===== src/rtl/rapcore_spi_controller.sv =====
// rapcore_spi_controller
//   Wishbone slave that shifts 32-bit words out over an SPI link (mode 0,
//   MSB first) to the rapcore peripheral port while capturing the returned
//   word. CTRL.keep_cs chains several words inside one chip-select frame.
//
//   Register map (wbs_adr_i[3:2]):
//     0 CTRL    rw  {lpbk[9], keep_cs[8], div[DIV_WIDTH-1:0]}
//     1 TXDATA  wo  writing starts a word (reads return 0)
//     2 RXDATA  ro  last completed received word
//     3 STATUS  rw1c-ish {ovr[2], done[1], busy[0]}; write 1 to bit2/bit1 clears
//
//   SPI_LOOPBACK_EN: when defined, CTRL.lpbk exists and routes the internal
//   COPI back into the receive sampler. When undefined, bit 9 reads 0.
//
//   DIV_WIDTH must not exceed 8 so div stays inside CTRL byte 0.

module rapcore_spi_controller #(
    parameter logic [31:0] BASE_ADDR = 32'h3000_0000,
    parameter int          DIV_WIDTH = 8,
    parameter int          DIV_RESET = 3
) (
    input  logic        wb_clk_i,
    input  logic        resetn,
    input  logic        wbs_stb_i,
    input  logic        wbs_cyc_i,
    input  logic        wbs_we_i,
    input  logic [3:0]  wbs_sel_i,
    input  logic [31:0] wbs_adr_i,
    input  logic [31:0] wbs_dat_i,
    output logic        wbs_ack_o,
    output logic [31:0] wbs_dat_o,
    output logic        spi_sck,
    output logic        spi_cs_n,
    output logic        spi_copi,
    input  logic        spi_cipo,
    output logic        busy
);

    localparam logic [1:0] REG_CTRL   = 2'd0;
    localparam logic [1:0] REG_TXDATA = 2'd1;
    localparam logic [1:0] REG_RXDATA = 2'd2;
    localparam logic [1:0] REG_STATUS = 2'd3;

    typedef enum logic [1:0] {
        ST_IDLE,
        ST_SETUP,
        ST_XFER,
        ST_HOLD
    } state_t;

    // ------------------------------------------------------------------
    // Register state
    // ------------------------------------------------------------------
    logic [DIV_WIDTH-1:0] ctrl_div;
    logic                 ctrl_keep_cs;
    logic                 lpbk_bit;
    logic                 done;
    logic                 ovr;
    logic [31:0]          rx_data;

    // ------------------------------------------------------------------
    // SPI engine state
    // ------------------------------------------------------------------
    state_t               state_q;
    state_t               state_d;
    logic [DIV_WIDTH-1:0] hcnt;
    logic [DIV_WIDTH-1:0] frame_div;
    logic [4:0]           bit_cnt;
    logic [31:0]          tx_sr;
    logic [31:0]          rx_sr;
    logic                 rx_in;

    // FSM strobes consumed by the datapath
    logic start_frame;
    logic hcnt_load;
    logic hcnt_dec;
    logic sck_rise;
    logic sck_fall;
    logic word_done;
    logic cs_release;
    logic hcnt_zero;

    // ------------------------------------------------------------------
    // Wishbone decode
    // ------------------------------------------------------------------
    logic        wb_req;
    logic [1:0]  reg_sel;
    logic [31:0] wmask;
    logic        wr_ctrl;
    logic        wr_tx;
    logic        wr_status;
    logic        tx_accept;
    logic        tx_overrun;
    logic [31:0] ctrl_word;
    logic [31:0] rd_word;
    logic        unused_adr_bits;

    // Byte address bits below the word offset carry no information here.
    assign unused_adr_bits = ^wbs_adr_i[1:0];

    assign wb_req  = wbs_cyc_i & wbs_stb_i & ~wbs_ack_o
                   & (wbs_adr_i[31:4] == BASE_ADDR[31:4]);
    assign reg_sel = wbs_adr_i[3:2];
    assign wmask   = {{8{wbs_sel_i[3]}}, {8{wbs_sel_i[2]}},
                      {8{wbs_sel_i[1]}}, {8{wbs_sel_i[0]}}};

    assign wr_ctrl    = wb_req & wbs_we_i & (reg_sel == REG_CTRL);
    assign wr_tx      = wb_req & wbs_we_i & (reg_sel == REG_TXDATA) & (|wbs_sel_i);
    assign wr_status  = wb_req & wbs_we_i & (reg_sel == REG_STATUS);
    assign tx_accept  = wr_tx & ~busy;
    assign tx_overrun = wr_tx & busy;

`ifdef SPI_LOOPBACK_EN
    logic ctrl_lpbk;
    assign lpbk_bit = ctrl_lpbk;
`else
    assign lpbk_bit = 1'b0;
`endif

    // Receive source: internal COPI in loopback, otherwise the CIPO pad.
    assign rx_in = lpbk_bit ? spi_copi : spi_cipo;

    // Assemble the CTRL view from its fields.
    always_comb begin
        // NOTE: every signal written in a combinational block gets a default
        // first so no path leaves it unassigned and infers a latch.
        ctrl_word                  = '0;
        ctrl_word[DIV_WIDTH-1:0]   = ctrl_div;
        ctrl_word[8]               = ctrl_keep_cs;
        ctrl_word[9]               = lpbk_bit;
    end

    // Read data mux; TXDATA is write-only and reads as zero.
    always_comb begin
        rd_word = '0;
        case (reg_sel)
            REG_CTRL:   rd_word = ctrl_word;
            REG_TXDATA: rd_word = '0;
            REG_RXDATA: rd_word = rx_data;
            REG_STATUS: rd_word = {29'd0, ovr, done, busy};
            default:    rd_word = '0;
        endcase
    end

    // Wishbone handshake: one-cycle ack the cycle after a request, data only with ack.
    always_ff @(posedge wb_clk_i) begin
        // NOTE: reset is synchronous (sampled on the clock edge) and all
        // sequential state uses non-blocking assignments.
        if (!resetn) begin
            wbs_ack_o <= 1'b0;
            wbs_dat_o <= '0;
        end else begin
            wbs_ack_o <= wb_req;
            wbs_dat_o <= (wb_req & ~wbs_we_i) ? rd_word : 32'd0;
        end
    end

    // Control and status registers, including the frame busy/done/overrun flags.
    always_ff @(posedge wb_clk_i) begin
        if (!resetn) begin
            ctrl_div     <= DIV_WIDTH'(DIV_RESET);
            ctrl_keep_cs <= 1'b0;
`ifdef SPI_LOOPBACK_EN
            ctrl_lpbk    <= 1'b0;
`endif
            busy         <= 1'b0;
            done         <= 1'b0;
            ovr          <= 1'b0;
            rx_data      <= '0;
        end else begin
            if (wr_ctrl) begin
                if (wbs_sel_i[0]) ctrl_div     <= wbs_dat_i[DIV_WIDTH-1:0];
                if (wbs_sel_i[1]) ctrl_keep_cs <= wbs_dat_i[8];
`ifdef SPI_LOOPBACK_EN
                if (wbs_sel_i[1]) ctrl_lpbk    <= wbs_dat_i[9];
`endif
            end

            if (tx_accept) begin
                busy <= 1'b1;
                done <= 1'b0;
            end else if (word_done) begin
                busy    <= 1'b0;
                done    <= 1'b1;
                rx_data <= rx_sr;
            end

            if (tx_overrun) begin
                ovr <= 1'b1;
            end

            if (wr_status && wbs_sel_i[0]) begin
                if (wbs_dat_i[2]) ovr <= 1'b0;
                if (wbs_dat_i[1]) done <= 1'b0;
            end
        end
    end

    // ------------------------------------------------------------------
    // SPI framing FSM
    // ------------------------------------------------------------------
    assign hcnt_zero = (hcnt == '0);

    // State register.
    always_ff @(posedge wb_clk_i) begin
        if (!resetn) begin
            state_q <= ST_IDLE;
        end else begin
            state_q <= state_d;
        end
    end

    // Next-state logic and per-cycle datapath strobes.
    always_comb begin
        state_d     = state_q;
        start_frame = 1'b0;
        hcnt_load   = 1'b0;
        hcnt_dec    = 1'b0;
        sck_rise    = 1'b0;
        sck_fall    = 1'b0;
        word_done   = 1'b0;
        cs_release  = 1'b0;

        case (state_q)
            ST_IDLE: begin
                // A pending word starts at once inside an open frame; otherwise
                // it waits until CS has been high for a full half period.
                if (busy && (!spi_cs_n || hcnt_zero)) begin
                    start_frame = 1'b1;
                    state_d     = ST_SETUP;
                end else if (!spi_cs_n && !ctrl_keep_cs) begin
                    hcnt_load = 1'b1;
                    state_d   = ST_HOLD;
                end else if (!hcnt_zero) begin
                    hcnt_dec = 1'b1;
                end
            end

            ST_SETUP: begin
                if (hcnt_zero) begin
                    sck_rise  = 1'b1;
                    hcnt_load = 1'b1;
                    state_d   = ST_XFER;
                end else begin
                    hcnt_dec = 1'b1;
                end
            end

            ST_XFER: begin
                if (hcnt_zero) begin
                    hcnt_load = 1'b1;
                    if (spi_sck) begin
                        sck_fall = 1'b1;
                        if (bit_cnt == 5'd31) begin
                            word_done = 1'b1;
                            state_d   = ctrl_keep_cs ? ST_IDLE : ST_HOLD;
                        end
                    end else begin
                        sck_rise = 1'b1;
                    end
                end else begin
                    hcnt_dec = 1'b1;
                end
            end

            ST_HOLD: begin
                if (hcnt_zero) begin
                    cs_release = 1'b1;
                    hcnt_load  = 1'b1;
                    state_d    = ST_IDLE;
                end else begin
                    hcnt_dec = 1'b1;
                end
            end

            default: state_d = ST_IDLE;
        endcase
    end

    // SPI datapath: half-period timer, pins, shift registers and bit counter.
    always_ff @(posedge wb_clk_i) begin
        if (!resetn) begin
            hcnt      <= '0;
            frame_div <= '0;
            bit_cnt   <= '0;
            tx_sr     <= '0;
            rx_sr     <= '0;
            spi_sck   <= 1'b0;
            spi_cs_n  <= 1'b1;
            spi_copi  <= 1'b0;
        end else begin
            // The divider is latched at frame start so mid-frame CTRL writes
            // cannot change the SCK rate of a word in flight.
            if (start_frame) begin
                frame_div <= ctrl_div;
                hcnt      <= ctrl_div;
            end else if (hcnt_load) begin
                hcnt <= frame_div;
            end else if (hcnt_dec) begin
                hcnt <= hcnt - 1'b1;
            end

            if (tx_accept) begin
                tx_sr <= wbs_dat_i & wmask;
            end else if (sck_fall) begin
                tx_sr <= {tx_sr[30:0], 1'b0};
            end

            if (start_frame) begin
                spi_cs_n <= 1'b0;
                spi_copi <= tx_sr[31];
                bit_cnt  <= '0;
            end else if (cs_release) begin
                spi_cs_n <= 1'b1;
            end

            if (sck_rise) begin
                spi_sck <= 1'b1;
                rx_sr   <= {rx_sr[30:0], rx_in};
            end

            if (sck_fall) begin
                spi_sck  <= 1'b0;
                spi_copi <= tx_sr[30];
                bit_cnt  <= bit_cnt + 1'b1;
            end
        end
    end

endmodule


===== config.mk =====
export PLATFORM = sky130hd
export DESIGN_NAME = rapcore_spi_controller
export DESIGN_NICKNAME = d
export VERILOG_FILES = /design/src/rtl/rapcore_spi_controller.sv
export SDC_FILE = /design/constraint.sdc
export NUM_CORES = 1
export LEC_CHECK = 0
export ABC_AREA = 1
export ABC_CLOCK_PERIOD_IN_PS = 2000
export BUFFER_PORTS_ARGS = -buffer_cell sky130_fd_sc_hd__buf_2
export CAP_MARGIN = 40
export CORE_UTILIZATION = 57
export DETAILED_ROUTE_END_ITERATION = 8
export GPL_TIMING_DRIVEN = 0
export PLACE_DENSITY = 0.8
export SYNTH_ARGS = -nofsm -noshare
export SYNTH_HDL_FRONTEND = slang
export SYNTH_SLANG_ARGS = --single-unit

===== constraint.sdc =====
create_clock -name wb_clk_i -period 2 [get_ports wb_clk_i]
set_input_delay 0.1 -clock wb_clk_i [delete_from_list [all_inputs] [get_ports wb_clk_i]]
set_output_delay 0.1 -clock wb_clk_i [all_outputs]
set_load 0.1 [all_outputs]

==> out/metrics.csv <==
metric;value;unit
clockBufferDepth;2;
ioPinCount;111;
grt-busiest-layer;met2;
p_leak;4.395;nW
critPathSlowestCell;dfxtp_1;
ys_ff_latch;167;
fin_crit;1.895;ns
clkTransAtPathRegs;0.07;ns
wl;18580;um
fin_crit_sh;94.77;%
routed-via-count;7371;
regArea;0.003346;sq mm
holdWs;0.05200;ns
firstDrtPassIters;5;
hp-class;in2reg;
setup_viol;0;
stdcell_count;1445;
muxShareOfSynthArea;0;%
row_count;41;
grt_use_met3;4.826;%
post-dp-hpwl;13060;um
crit_arrival;2.25;ns
synthesis.nets;1202;
grt_use_met2;43.98;%
crit_chain;inv_1 -> ha_1 -> a21oi_1 -> nor3_4 -> buf_12 -> inv_2 -> buf_2 -> nor2_1 -> nor2_1;
grt_pass1_wl;29800;um
crit_path_frequent_cell;nor2_1;
dieWidth;116.8;um
via_per_inst;5.101;
syn_area_per_cell;6.697;sq um
ys.flop_type;dfxtp_1;
fillers;1105;
netlist_top_cells_count;253 x nor2_1, 230 x nand2_1, 167 x dfxtp_1, 137 x inv_1, 91 x nand3_1;
synthCells;1121;
finClkSkew;0.01011;ns
met1_usage;39.41;%
synth-edff-count;0;
critPathMaxFanout;10;
dieArea;0.01363;sq mm
syn_to_final_growth;21.03;%
synth_area;0.007507;sq mm
maxSlewViolCount;0;
drtIter0Drc;638;
drv_cap;0;
ys.warnings.count;0;
grt_pass1_vias;6321;
drc;0;
cp-start-kind;register;
synth_fa_ha_area_share;1.167;%
multi_input_area;0.003411;sq mm
cts_tree;built;
core_region_area;0.01272;sq mm
relSlewSlack;63.31;%
timing.final.ws_setup;0.1046;ns
cts-root-buf;clkbuf_16;
async_flop_share;0;%
timing.fmax;0.5276;GHz
seq_area_frac_synth;44.53;%
synth-xor-area-share;0.4667;%
netlist_top_cells_area;dfxtp_1 45%, nor2_1 13%, nand2_1 12%;
synth-compound-area-share;8.633;%
antenna_left;0;
final_nets;1341;
cts-buffers-inserted;17;
htreeDepth;4;
synth.distinct_cells;36;
post_dp_cell_area;0.008250;sq mm
tightest_slew;0.5503;ns
clock_sinks;167;
status;completed;
yosysMostFrequentCell;nor2_1;
routedWlPerCell;12.86;um
gp_congestion;0.8895;
synth_top_cell_by_area;dfxtp_1;
critPathCaptureType;register;
powerDensity;888.6;mW/mm^2
place_inst;1398;
power;8.074;mW
clk_latency;0.43;ns
preCtsSetupSlack;-0.1525;ns
antenna_found_initial;0;
grt_max_degree;17;
required;2.36;ns
drive_above_1_share;16.03;%
fin_setup_tns;0;ns
synth_top_area_share;44.53;%
final_cell_area;0.009086;sq mm
diodes;0;
synth_top_family_by_area;simple AND/OR/NAND/NOR gates;
finish.utilization;71.42;%
port_buffers;105;
start_util;59.01;%
cp_slowest_stage_delay;0.37;ns
dieHeight;116.8;um
grt_util_all_layers;28.41;%
grt_overflow;0;
hold_violations;0;
ir_drop;0.5700;mV
criticalPathCategory;reg2reg;
synth_simple_gate_area_share;34.13;%
==> placed cells by master, fill, tap and decap left out, drive strengths merged <==
cell type    instances
xor2                 4
bufinv               1
clkinv               6
nand3               92
a21oi               32
a31oi                6
buf                133
dfxtp              167
nand4               28
clkbuf              58
nor3                 5
nand2              231
clkinvlp             1
nor4                 1
o21ai               74
dlygate4sd3         10
or2                  2
nor3b                1
o211ai               5
nor2               255
a21boi               1
inv                151
ha                   7
a211oi               2
==> path summary, 6_finish.rpt <==
check	from	endpoint	slack (ns)	cells after the start
hold / removal	wbs_dat_i[31]	tx_sr[31]$_SDFFE_PN0P_	0.05	5
setup / recovery	state_q[0]$_SDFFE_PN0P_	rx_sr[27]$_SDFFE_PN0P_	0.10	9
hold reg to reg	rx_data[16]$_SDFFE_PN0P_	wbs_dat_o[16]$_SDFF_PN0_	0.44	2
setup reg to reg	state_q[0]$_SDFFE_PN0P_	rx_sr[27]$_SDFFE_PN0P_	0.10	9
==> layer usage <==
metal	vias up	share of wire, %
met3	31	6.3
met1	3321	46
li1	3771	-
met5	-	0
met2	248	46
met4	0	2.1
==> repair_timing <==
item                                   in CTS  in global routing
resized for setup                          11                 40
hold buffers                               10                  0
setup endpoints to repair                  40                118
setup buffers                               1                  4
pin swaps                                   1                  2
endpoints found under the hold margin      11                  0
==> layout make-up <==
cell class / instances / share of cell area (%)
clock buffers: 21 / 5.178
inverters: 148 / 6.169
clock inverters: 11 / 1.239
multi-input cells: 746 / 37.54
plain buffers: 60 / 3.250
flip-flops and latches: 167 / 36.82
well taps: 172 / 2.368
repair buffers: 120 / 7.436
==> worst max-delay path: cells and delay by family, from the launching register on <==
family          cells  cell delay (ns)
buf+inv             4             0.62
flops               1             0.37
fa+ha+maj           1             0.28
compound gates      1             0.28
simple gates        3             0.25
==> power by group <==
part	switching [mW]	internal (mW)
Combinational	0.824	0.502
Clock	1.38	1.83
Sequential	0.0852	3.45
==> cell families (layout without fill, tap and decap cells) <==
kind of cell	count (synthesis)	after routing
AO/OA/AOI/OAI	120	120
XOR/XNOR	4	4
buffers and inverters	208	360
adder cells (fa/ha/maj)	7	7
AND/OR/NAND/NOR	615	615
flip-flops	167	167
==> state kept, by name, indices dropped and copies added (netlist names), 5 cells and up <==
register,count
rx_sr,32
frame_div,8
tx_sr,32
ctrl_div,8
wbs_dat_o,32
hcnt,8
rx_data,32
bit_cnt,5
Power figures use the tool's default switching activity.
